==> src/rtl/cpu_pkg.sv <==
// rtl/cpu_pkg.sv - RV32I opcodes, ALU codes and the ID/EX control bundle
package cpu_pkg;

  localparam logic [6:0] OPCODE_LOAD   = 7'b0000011;
  localparam logic [6:0] OPCODE_OP_IMM = 7'b0010011;
  localparam logic [6:0] OPCODE_STORE  = 7'b0100011;
  localparam logic [6:0] OPCODE_OP     = 7'b0110011;
  localparam logic [6:0] OPCODE_LUI    = 7'b0110111;
  localparam logic [6:0] OPCODE_BRANCH = 7'b1100011;
  localparam logic [6:0] OPCODE_JALR   = 7'b1100111;
  localparam logic [6:0] OPCODE_JAL    = 7'b1101111;
  localparam logic [6:0] OPCODE_SYSTEM = 7'b1110011;

  localparam logic [3:0] ALU_ADD  = 4'd0;
  localparam logic [3:0] ALU_SUB  = 4'd1;
  localparam logic [3:0] ALU_SLT  = 4'd2;
  localparam logic [3:0] ALU_SLTU = 4'd3;
  localparam logic [3:0] ALU_AND  = 4'd4;
  localparam logic [3:0] ALU_OR   = 4'd5;
  localparam logic [3:0] ALU_XOR  = 4'd6;
  localparam logic [3:0] ALU_SLL  = 4'd7;
  localparam logic [3:0] ALU_SRL  = 4'd8;
  localparam logic [3:0] ALU_SRA  = 4'd9;

  localparam logic [1:0] ALU_SRC_RD2       = 2'd0;
  localparam logic [1:0] ALU_SRC_IMM       = 2'd1;
  localparam logic [1:0] ALU_SRC_PC_PLUS_4 = 2'd2;

  typedef struct packed {
    logic       reg_write;
    logic       mem_write;
    logic       mem2reg;
    logic       branch;
    logic       finish;
    logic       illegal;
    logic [3:0] alu_control;
    logic [1:0] alu_src;
  } ctrl_t;

endpackage

==> src/rtl/regfile_bp.sv <==
// rtl/regfile_bp.sv - Register file with x0 hardwired to zero and write-through read bypass
module regfile_bp #(
  parameter int XLEN      = 32,
  parameter int REG_COUNT = 32,
  parameter int REG_ADDR  = 5
) (
  input  logic                clk,
  input  logic                reset,
  input  logic                i_we,
  input  logic [REG_ADDR-1:0] i_waddr,
  input  logic [XLEN-1:0]     i_wdata,
  input  logic [REG_ADDR-1:0] i_raddr1,
  input  logic [REG_ADDR-1:0] i_raddr2,
  output logic [XLEN-1:0]     o_rdata1,
  output logic [XLEN-1:0]     o_rdata2
);

  localparam logic [REG_ADDR:0] LP_COUNT = (REG_ADDR+1)'(REG_COUNT);

  logic [XLEN-1:0] r_regs [REG_COUNT];
  logic            w_wr_en;
  logic            w_in1;
  logic            w_in2;

  assign w_wr_en = i_we && (i_waddr != '0) && ({1'b0, i_waddr} < LP_COUNT);
  assign w_in1   = ({1'b0, i_raddr1} < LP_COUNT);
  assign w_in2   = ({1'b0, i_raddr2} < LP_COUNT);

  always_ff @(posedge clk or posedge reset) begin
    if (reset) begin
      for (int i = 0; i < REG_COUNT; i++) r_regs[i] <= '0;
    end else if (w_wr_en) begin
      r_regs[i_waddr] <= i_wdata;
    end
  end

  // A same-cycle write is visible to the reader so decode never sees stale data.
  always_comb begin
    o_rdata1 = '0;
    if (i_raddr1 != '0 && w_in1) begin
      if (w_wr_en && i_waddr == i_raddr1) o_rdata1 = i_wdata;
      else                                o_rdata1 = r_regs[i_raddr1];
    end
  end

  always_comb begin
    o_rdata2 = '0;
    if (i_raddr2 != '0 && w_in2) begin
      if (w_wr_en && i_waddr == i_raddr2) o_rdata2 = i_wdata;
      else                                o_rdata2 = r_regs[i_raddr2];
    end
  end

endmodule

==> src/rtl/decode_pipe.sv <==
// rtl/decode_pipe.sv - RV32I decode stage with load-use bubbles, stall/flush and ID/EX register
module decode_pipe
  import cpu_pkg::*;
#(
  parameter int XLEN      = 32,
  parameter int REG_COUNT = 32,
  parameter int REG_ADDR  = 5,
  parameter int PERF_W    = 16
) (
  input  logic                clk,
  input  logic                reset,
  input  logic                validD,
  input  logic [XLEN-1:0]     pcD,
  input  logic [31:0]         instrD,
  input  logic                stallE,
  input  logic                flushE,
  input  logic                regWriteW,
  input  logic [REG_ADDR-1:0] writeRegW,
  input  logic [XLEN-1:0]     resultW,
  output logic                stallD,
  output logic                validE,
  output logic                regWriteE,
  output logic                memWriteE,
  output logic                mem2regE,
  output logic                branchE,
  output logic                finishE,
  output logic                illegalE,
  output logic [3:0]          ALUControlE,
  output logic [1:0]          ALUSrcE,
  output logic [REG_ADDR-1:0] writeRegE,
  output logic [REG_ADDR-1:0] rs1E,
  output logic [REG_ADDR-1:0] rs2E,
  output logic [XLEN-1:0]     rdata1E,
  output logic [XLEN-1:0]     rdata2E,
  output logic [XLEN-1:0]     immE,
  output logic [XLEN-1:0]     pcE,
  output logic [PERF_W-1:0]   bubbleCount
);

  logic [6:0]          w_opcode;
  logic [2:0]          w_funct3;
  logic [REG_ADDR-1:0] w_rd;
  logic [REG_ADDR-1:0] w_rs1;
  logic [REG_ADDR-1:0] w_rs2;
  logic [XLEN-1:0]     w_rdata1;
  logic [XLEN-1:0]     w_rdata2;
  logic [3:0]          w_alu_op;
  ctrl_t               w_ctrl;
  logic [31:0]         w_imm32;
  logic [XLEN-1:0]     w_imm;
  logic                w_use_rs1;
  logic                w_use_rs2;
  logic                w_load_use;

  logic                r_validE;
  ctrl_t               r_ctrl;
  logic [REG_ADDR-1:0] r_writeReg;
  logic [REG_ADDR-1:0] r_rs1;
  logic [REG_ADDR-1:0] r_rs2;
  logic [XLEN-1:0]     r_rdata1;
  logic [XLEN-1:0]     r_rdata2;
  logic [XLEN-1:0]     r_imm;
  logic [XLEN-1:0]     r_pc;
  logic [PERF_W-1:0]   r_bubble;

  assign w_opcode = instrD[6:0];
  assign w_funct3 = instrD[14:12];
  assign w_rd     = REG_ADDR'(instrD[11:7]);
  assign w_rs1    = REG_ADDR'(instrD[19:15]);
  assign w_rs2    = REG_ADDR'(instrD[24:20]);

  regfile_bp #(
    .XLEN      (XLEN),
    .REG_COUNT (REG_COUNT),
    .REG_ADDR  (REG_ADDR)
  ) u_regfile (
    .clk      (clk),
    .reset    (reset),
    .i_we     (regWriteW),
    .i_waddr  (writeRegW),
    .i_wdata  (resultW),
    .i_raddr1 (w_rs1),
    .i_raddr2 (w_rs2),
    .o_rdata1 (w_rdata1),
    .o_rdata2 (w_rdata2)
  );

  // instr[30] selects SUB only for register-register ops; SRA applies to both forms.
  always_comb begin
    w_alu_op = ALU_ADD;
    case (w_funct3)
      3'b000:  w_alu_op = (w_opcode == OPCODE_OP && instrD[30]) ? ALU_SUB : ALU_ADD;
      3'b001:  w_alu_op = ALU_SLL;
      3'b010:  w_alu_op = ALU_SLT;
      3'b011:  w_alu_op = ALU_SLTU;
      3'b100:  w_alu_op = ALU_XOR;
      3'b101:  w_alu_op = instrD[30] ? ALU_SRA : ALU_SRL;
      3'b110:  w_alu_op = ALU_OR;
      default: w_alu_op = ALU_AND;
    endcase
  end

  always_comb begin
    w_ctrl    = '0;
    w_imm32   = '0;
    w_use_rs1 = 1'b0;
    w_use_rs2 = 1'b0;
    case (w_opcode)
      OPCODE_OP: begin
        w_ctrl.reg_write   = 1'b1;
        w_ctrl.alu_control = w_alu_op;
        w_ctrl.alu_src     = ALU_SRC_RD2;
        w_use_rs1          = 1'b1;
        w_use_rs2          = 1'b1;
      end
      OPCODE_OP_IMM: begin
        w_ctrl.reg_write   = 1'b1;
        w_ctrl.alu_control = w_alu_op;
        w_ctrl.alu_src     = ALU_SRC_IMM;
        w_use_rs1          = 1'b1;
        if (w_funct3 == 3'b001 || w_funct3 == 3'b101) w_imm32 = {27'b0, instrD[24:20]};
        else w_imm32 = {{20{instrD[31]}}, instrD[31:20]};
      end
      OPCODE_LOAD: begin
        w_ctrl.reg_write = 1'b1;
        w_ctrl.mem2reg   = 1'b1;
        w_ctrl.alu_src   = ALU_SRC_IMM;
        w_use_rs1        = 1'b1;
        w_imm32          = {{20{instrD[31]}}, instrD[31:20]};
      end
      OPCODE_STORE: begin
        w_ctrl.mem_write = 1'b1;
        w_ctrl.alu_src   = ALU_SRC_IMM;
        w_use_rs1        = 1'b1;
        w_use_rs2        = 1'b1;
        w_imm32          = {{20{instrD[31]}}, instrD[31:25], instrD[11:7]};
      end
      OPCODE_BRANCH: begin
        w_ctrl.branch  = 1'b1;
        w_ctrl.alu_src = ALU_SRC_RD2;
        w_use_rs1      = 1'b1;
        w_use_rs2      = 1'b1;
        w_imm32        = {{19{instrD[31]}}, instrD[31], instrD[7], instrD[30:25], instrD[11:8], 1'b0};
        case (w_funct3[2:1])
          2'b00:   w_ctrl.alu_control = ALU_SUB;
          2'b10:   w_ctrl.alu_control = ALU_SLT;
          2'b11:   w_ctrl.alu_control = ALU_SLTU;
          default: w_ctrl.illegal     = 1'b1;
        endcase
      end
      OPCODE_JAL: begin
        w_ctrl.reg_write = 1'b1;
        w_ctrl.alu_src   = ALU_SRC_PC_PLUS_4;
        w_imm32          = {{11{instrD[31]}}, instrD[31], instrD[19:12], instrD[20], instrD[30:21], 1'b0};
      end
      OPCODE_JALR: begin
        w_ctrl.reg_write = 1'b1;
        w_ctrl.alu_src   = ALU_SRC_PC_PLUS_4;
        w_use_rs1        = 1'b1;
        w_imm32          = {{20{instrD[31]}}, instrD[31:20]};
      end
      OPCODE_LUI: begin
        w_ctrl.reg_write = 1'b1;
        w_ctrl.alu_src   = ALU_SRC_IMM;
        w_imm32          = {instrD[31:12], 12'b0};
      end
      OPCODE_SYSTEM: w_ctrl.finish = 1'b1;
      default: begin
        w_ctrl.illegal = 1'b1;
        w_ctrl.finish  = 1'b1;
      end
    endcase
  end

  assign w_imm = XLEN'($signed(w_imm32));

  assign w_load_use = validD && r_validE && r_ctrl.mem2reg && (r_writeReg != '0) &&
                      ((w_use_rs1 && w_rs1 == r_writeReg) || (w_use_rs2 && w_rs2 == r_writeReg));
  assign stallD     = stallE | w_load_use;

  // Data fields are left untouched on bubbles; validE and controls mark them dead.
  always_ff @(posedge clk or posedge reset) begin
    if (reset) begin
      r_validE   <= 1'b0;
      r_ctrl     <= '0;
      r_writeReg <= '0;
      r_rs1      <= '0;
      r_rs2      <= '0;
      r_rdata1   <= '0;
      r_rdata2   <= '0;
      r_imm      <= '0;
      r_pc       <= '0;
      r_bubble   <= '0;
    end else if (flushE) begin
      r_validE <= 1'b0;
      r_ctrl   <= '0;
    end else if (!stallE) begin
      if (w_load_use) begin
        r_validE <= 1'b0;
        r_ctrl   <= '0;
        if (r_bubble != '1) r_bubble <= r_bubble + PERF_W'(1);
      end else begin
        r_validE   <= validD;
        r_ctrl     <= validD ? w_ctrl : '0;
        r_writeReg <= w_rd;
        r_rs1      <= w_rs1;
        r_rs2      <= w_rs2;
        r_rdata1   <= w_rdata1;
        r_rdata2   <= w_rdata2;
        r_imm      <= w_imm;
        r_pc       <= pcD;
      end
    end
  end

  assign validE      = r_validE;
  assign regWriteE   = r_ctrl.reg_write;
  assign memWriteE   = r_ctrl.mem_write;
  assign mem2regE    = r_ctrl.mem2reg;
  assign branchE     = r_ctrl.branch;
  assign finishE     = r_ctrl.finish;
  assign illegalE    = r_ctrl.illegal;
  assign ALUControlE = r_ctrl.alu_control;
  assign ALUSrcE     = r_ctrl.alu_src;
  assign writeRegE   = r_writeReg;
  assign rs1E        = r_rs1;
  assign rs2E        = r_rs2;
  assign rdata1E     = r_rdata1;
  assign rdata2E     = r_rdata2;
  assign immE        = r_imm;
  assign pcE         = r_pc;
  assign bubbleCount = r_bubble;

endmodule

==> config.mk <==
export PLATFORM = sky130hd
export DESIGN_NAME = decode_pipe
export DESIGN_NICKNAME = d
export VERILOG_FILES = /design/src/rtl/cpu_pkg.sv /design/src/rtl/regfile_bp.sv /design/src/rtl/decode_pipe.sv
export SDC_FILE = /design/constraint.sdc
export NUM_CORES = 2
export LEC_CHECK = 0
export ABC_AREA = 1
export CELL_PAD_IN_SITES_DETAIL_PLACEMENT = 1
export CELL_PAD_IN_SITES_GLOBAL_PLACEMENT = 2
export CORE_UTILIZATION = 38
export CTS_BUF_LIST = sky130_fd_sc_hd__clkbuf_16
export CTS_CLUSTER_DIAMETER = 150
export DETAILED_ROUTE_END_ITERATION = 6
export PLACE_DENSITY_LB_ADDON = 0.1
export SLEW_MARGIN = 0
export SYNTH_ARGS = -nofsm -noshare
export SYNTH_HDL_FRONTEND = slang
export SYNTH_SLANG_ARGS = --single-unit
==> constraint.sdc <==
create_clock -name clk -period 119.1 [get_ports clk]
set_clock_uncertainty 0.2 [all_clocks]
set_input_delay 17.865 -clock clk [delete_from_list [all_inputs] [get_ports clk]]
set_output_delay 17.865 -clock clk [all_outputs]
set_load 0.02 [all_outputs]
# Yosys cells after proc, flatten, opt, wreduce, memory -nomap -nowiden
# Cells that the tools add are included.
# totals
inputBits	107
elab_cells	152
ff_bits	1196
# classes
eq_ne	23
magnitude_cmp	4
n_reduce_logical	31
n_addsub	1
mux	37
n_bitwise	7
# op_table
op	count
$bwmux 1024	1
$bmux 32 s5	2
$mux 32	10
$pmux 32 s6	1
$demux 32 s5	1
$mux 12	4
$eq 7x7->1 const B	4
$pmux 4 s7	1
$eq 7x6->1 const B	3
$eq 5x5->1	4
$reduce_bool 5->1	4
$ge 6x6->1 const B	3
$not 5->6	3
$add 16x1->16 const B	1
$ne 16x16->1 const B	1
$reduce_or 8->1	2
$mux 1	13
$reduce_or 6->1	2
$logic_and 1x1->1	11
$eq 3x3->1 const B	3
$pmux 4 s2	1
$eq 7x2->1 const B	1
$eq 7x5->1 const B	1
$eq 3x2->1 const B	2
other kinds (17)	24

# Depth between registers and ports, before layout
# depth
ltp_word	9
ltp_mapped	15

# By module
# From an unflattened synthesis, not the netlist that was laid out.
# unflattened
cells_unflattened	9495
area_unflattened_um2	66641.4
# by_module_without_submodules
module	area_per_inst_um2	instances	cells_each	seq_area_each_um2
regfile_bp	58720.1	1	8570	25624.6
decode_pipe	7921.3	1	925	4304.1

# Worst setup path before layout
# Ideal clock, no wire load.
# synth_timing
kind	input to output
from	input port instrD[1]
to	output port stallD
n_path_buf	1
required_time_ns	101.035
setup_slack_ns	82.047
path_stages	9
t_arrival_ns	18.988
cell_sequence	nand2_1 -> inv_1 -> nand4_1 -> nand2_1 -> nor2_1 -> nor2_2 -> nand2_2 -> clkbuf_1 -> nand2_1
# synth_between
elab_chain_cells	7
# synth_rtl
element	line	text
start, declared	decode_pipe.sv:14	input logic [31:0] instrD,
$eq 7x6->1, or another cell as far along	decode_pipe.sv:108	case (w_opcode)
$reduce_or 6->1 (no source line) or $reduce_or 3->1 (tied branches)	-	
$mux 1	decode_pipe.sv:108	
$logic_and 1x1->1	decode_pipe.sv:178	((w_use_rs1 && w_rs1 == r_writeReg) || (w_use_rs2 && w_rs2 == r_writeReg));
$logic_or 1x1->1 (*)	decode_pipe.sv:178	
$logic_and 1x1->1 (*)	decode_pipe.sv:177	assign w_load_use = validD && r_validE && r_ctrl.mem2reg && (r_writeReg != '0) &&
$or 1x1->1 (*)	decode_pipe.sv:179	assign stallD = stallE | w_load_use;
end, declared	decode_pipe.sv:20	output logic stallD,
# Mark *: on every way between the ends. The rest lies on a longest branch, timed or not.

# Worst setup path after layout
# layout_timing
from	input port instrD[21]
to	output port stallD
# layout_between
elab_chain_cells	5
# layout_rtl
element	line
$eq 5x5->1	decode_pipe.sv:178
$logic_and 1x1->1	decode_pipe.sv:178
$logic_or 1x1->1	decode_pipe.sv:178
$logic_and 1x1->1	decode_pipe.sv:177
$or 1x1->1	decode_pipe.sv:179
# Every way passes these cells.

==> flow_metrics.env <==
export IMPL_status="finished clean"
export IMPL_hold_buffers=0
export IMPL_period_share_pct=32.3
export IMPL_holdPathStages=0
export IMPL_grt_max_degree=161
export IMPL_intPower_uw=816
export IMPL_synth_async_reset_ratio_pct=100
export IMPL_rows=153
export IMPL_first_pass_iters=5
export IMPL_area_delta_synth_final_pct=12.3
export IMPL_p_leak_nw=36.5
export IMPL_core_area_um2=174000
export IMPL_drive_gt1_share_pct=5.43
export IMPL_power_total_mw=1.23
export IMPL_fmaxAchievable_mhz=26.0
export IMPL_hold_viol=0
export IMPL_clk_path_buf_depth=3
export IMPL_period_minus_slack_ns=38.42
export IMPL_ir_drop_v=0.0000147
export IMPL_wl_um=310000
export IMPL_synthTopCellsByArea="dfrtp_1 (45%), nand2_1 (20%), nand3_1 (9.5%)"
export IMPL_synth_commonest_cells="nand2_1 (3625), nand3_1 (1269), dfrtp_1 (1196)"
export IMPL_p_sw_uw=411
export IMPL_cts_resized=0
export IMPL_placed_area_um2=70500
export IMPL_clkPwrFrac_pct=36.0
export IMPL_end_kind="primary output"
export IMPL_use_met2_pct=52.9
export IMPL_hp_class="flop to flop"
export IMPL_sw_frac_of_total_pct=33.5
export IMPL_die_w_um=422
export IMPL_place_gp_congestion=0.873
export IMPL_pwr_share_seq_pct=42.7
export IMPL_grt_overflow=0
export IMPL_start_util_pct=38.4
export IMPL_ys_flop_type="dfrtp_1"
export IMPL_clock_sinks=1196
export IMPL_finalSetupTns_ns=0
export IMPL_antenna_found_initial=22
export IMPL_syn_area_um2=66900
export IMPL_busiest_layer="met2"
export IMPL_slew_headroom_pct=16.1
export IMPL_ys_warnings_count=0
export IMPL_dp_hpwl_um=179000
export IMPL_syn_area_per_cell_um2=6.91
export IMPL_min_to="u_regfile.r_regs[1014]"
export IMPL_drt_iter0_drc=6504
export IMPL_drc_errors=0
export IMPL_cts_buffers=151
export IMPL_reg2reg_to="rdata1E[11]"
export IMPL_grt_pass1_wl_um=461000
export IMPL_postRouteAntennaNets=0
export IMPL_min_from="u_regfile.r_regs[1014]"
export IMPL_die_area_um2=178000
export IMPL_grtUsageMet3_pct=6.20
export IMPL_syn_inst=9677
export IMPL_power_density_nw_per_um2=16.3
export IMPL_synth_edf_count=0
export IMPL_nets=9595
export IMPL_synth_top_area_share_pct=44.7
export IMPL_post_cts_repair_setup_buffers=0
export IMPL_portBuffers=279
export IMPL_power_frac_comb_pct=21.3
export IMPL_syn_nets=9789
export IMPL_design_area_um2=75100
export IMPL_die_height_um=422
export IMPL_maxCapViolCount=0
export IMPL_required_ns=101.04
export IMPL_clock_tree_htree_level_count=4
export IMPL_path_max_fanout=69
export IMPL_io_pins=280
export IMPL_finalHoldWorstSlack_ns=0.198
export IMPL_met1_usage_pct=50.2
export IMPL_grt_setup_unrepaired="no"
export IMPL_utilization_pct=43.1
export IMPL_ys_ff_latch=1196
export IMPL_rr_worst_depth=13
export IMPL_cts_tree="yes"
export IMPL_tightest_slew_ns=1.26
export IMPL_reg2reg_setup_slack_ns=115.48
export IMPL_reg2reg_from="writeRegE[1]"
export IMPL_synth_area_leader_cell="dfrtp_1"
export IMPL_setup_violations=0
export IMPL_wl_per_cell_um=26.0
export IMPL_yosysMostFrequentCell="nand2_1"
export IMPL_grt_pass1_vias=67087
export IMPL_critPathLaunchType="primary input"
export IMPL_yosysUniqueCellTypes=42
export IMPL_clk_pin_slew_ns=0.06
export IMPL_drv_slew=0
export IMPL_clock_latency_ns=0.82
export IMPL_clockRootBuffer="clkbuf_16"
export IMPL_vias=67484
export IMPL_cp_arrival_ns=20.35
export IMPL_grt_usage_pct=34.5
export IMPL_post_drt_via_cell_ratio=5.66
export IMPL_yosysSeqAreaShare_pct=44.7
export IMPL_critical_path_class="primary input to primary output"
power groups by stage:
stage	registers [mW]	logic, mW	clock network [mW]
2_1_floorplan	0.527	0.166	0
3_3_place_gp	0.526	0.250	0
3_5_place_dp	0.529	0.259	0
4_1_cts	0.522	0.260	0.449
5_1_grt	0.532	0.294	0.463
6_report	0.524	0.262	0.441
sequential cells by signal (all words and copies together) (netlist names):
signal,count
ALUControlE,4
ALUSrcE,2
branchE,1
bubbleCount,16
finishE,1
illegalE,1
immE,32
mem2regE,1
memWriteE,1
pcE,32
rdata1E,32
rdata2E,32
regWriteE,1
rs1E,5
rs2E,5
u_regfile.r_regs,1024
validE,1
writeRegE,5
area by class of cell:
cell class	count	area, um^2
flip-flops and latches	1196	29900
diodes	8	20.0
repair buffers	413	3920
well taps	2325	2910
fillers	21886	99300
multi-input cells	6921	30700
clock buffers	161	4030
inverters	800	3040
clock inverters	103	562
cell families (layout without fill, tap and decap cells):
group | count (synthesis) | after routing | synth area share, %
compound gates | 1525 | 1525 | 12.0
xor+xnor | 26 | 26 | 0.340
fa+ha+maj | 5 | 5 | 0.0935
buf+inv | 1560 | 1477 | 9.42
flops | 1196 | 1196 | 44.7
other cells | 0 | 8 | 0
simple gates | 5365 | 5365 | 33.4
worst max-delay path, cell delays in order:
cell,delay [ns]
buf_8,0.22
inv_8,0.60
nand2_1,0.11
nand2_1,0.09
nand2_1,0.06
nor2_1,0.10
nand3_1,0.08
nand2_1,0.14
nand2_2,0.25
nand2_1,0.13
clkdlybuf4s50_1,0.61
cells in the final DEF (no fill, tap or decap), types with 30 or more instances in the layout:
cell and instances:
clkbuf_16 161, dfrtp_1 1196, clkdlybuf4s50_1 269, buf_4 127, nand2_1 3622, inv_1 818, nand3_1 1269, o21ai_1 75
or2_2 107, a21oi_1 182, o211ai_1 137, o21ai_0 1119, clkinv_1 30, nor2_1 261
through the flow:
stage               std cells  worst slack, ns
finish                  11927            80.68
global route            11919            80.56
CTS                     11919            80.71
detailed placement      11655            80.70
global placement        11655            80.67
floorplan                9677            67.34
worst max path at each step:
stage | slack (ns) | start | endpoint | cells after the start
floorplan | 67.34 | reset | ALUControlE[0] | 1
global placement | 80.67 | instrD[21] | stallD | 11
detailed placement | 80.70 | instrD[21] | stallD | 11
CTS | 80.71 | instrD[21] | stallD | 11
global route | 80.56 | instrD[21] | stallD | 11
finish | 80.68 | instrD[21] | stallD | 11
layer usage:
metal | share of wire (%) | vias up
li1 | - | 30435
met1 | 46 | 34222
met4 | 2.2 | 14
met2 | 44 | 2387
met3 | 7.9 | 426
met5 | 0.028 | -
Note: power is estimated with default switching activity, not from simulation.
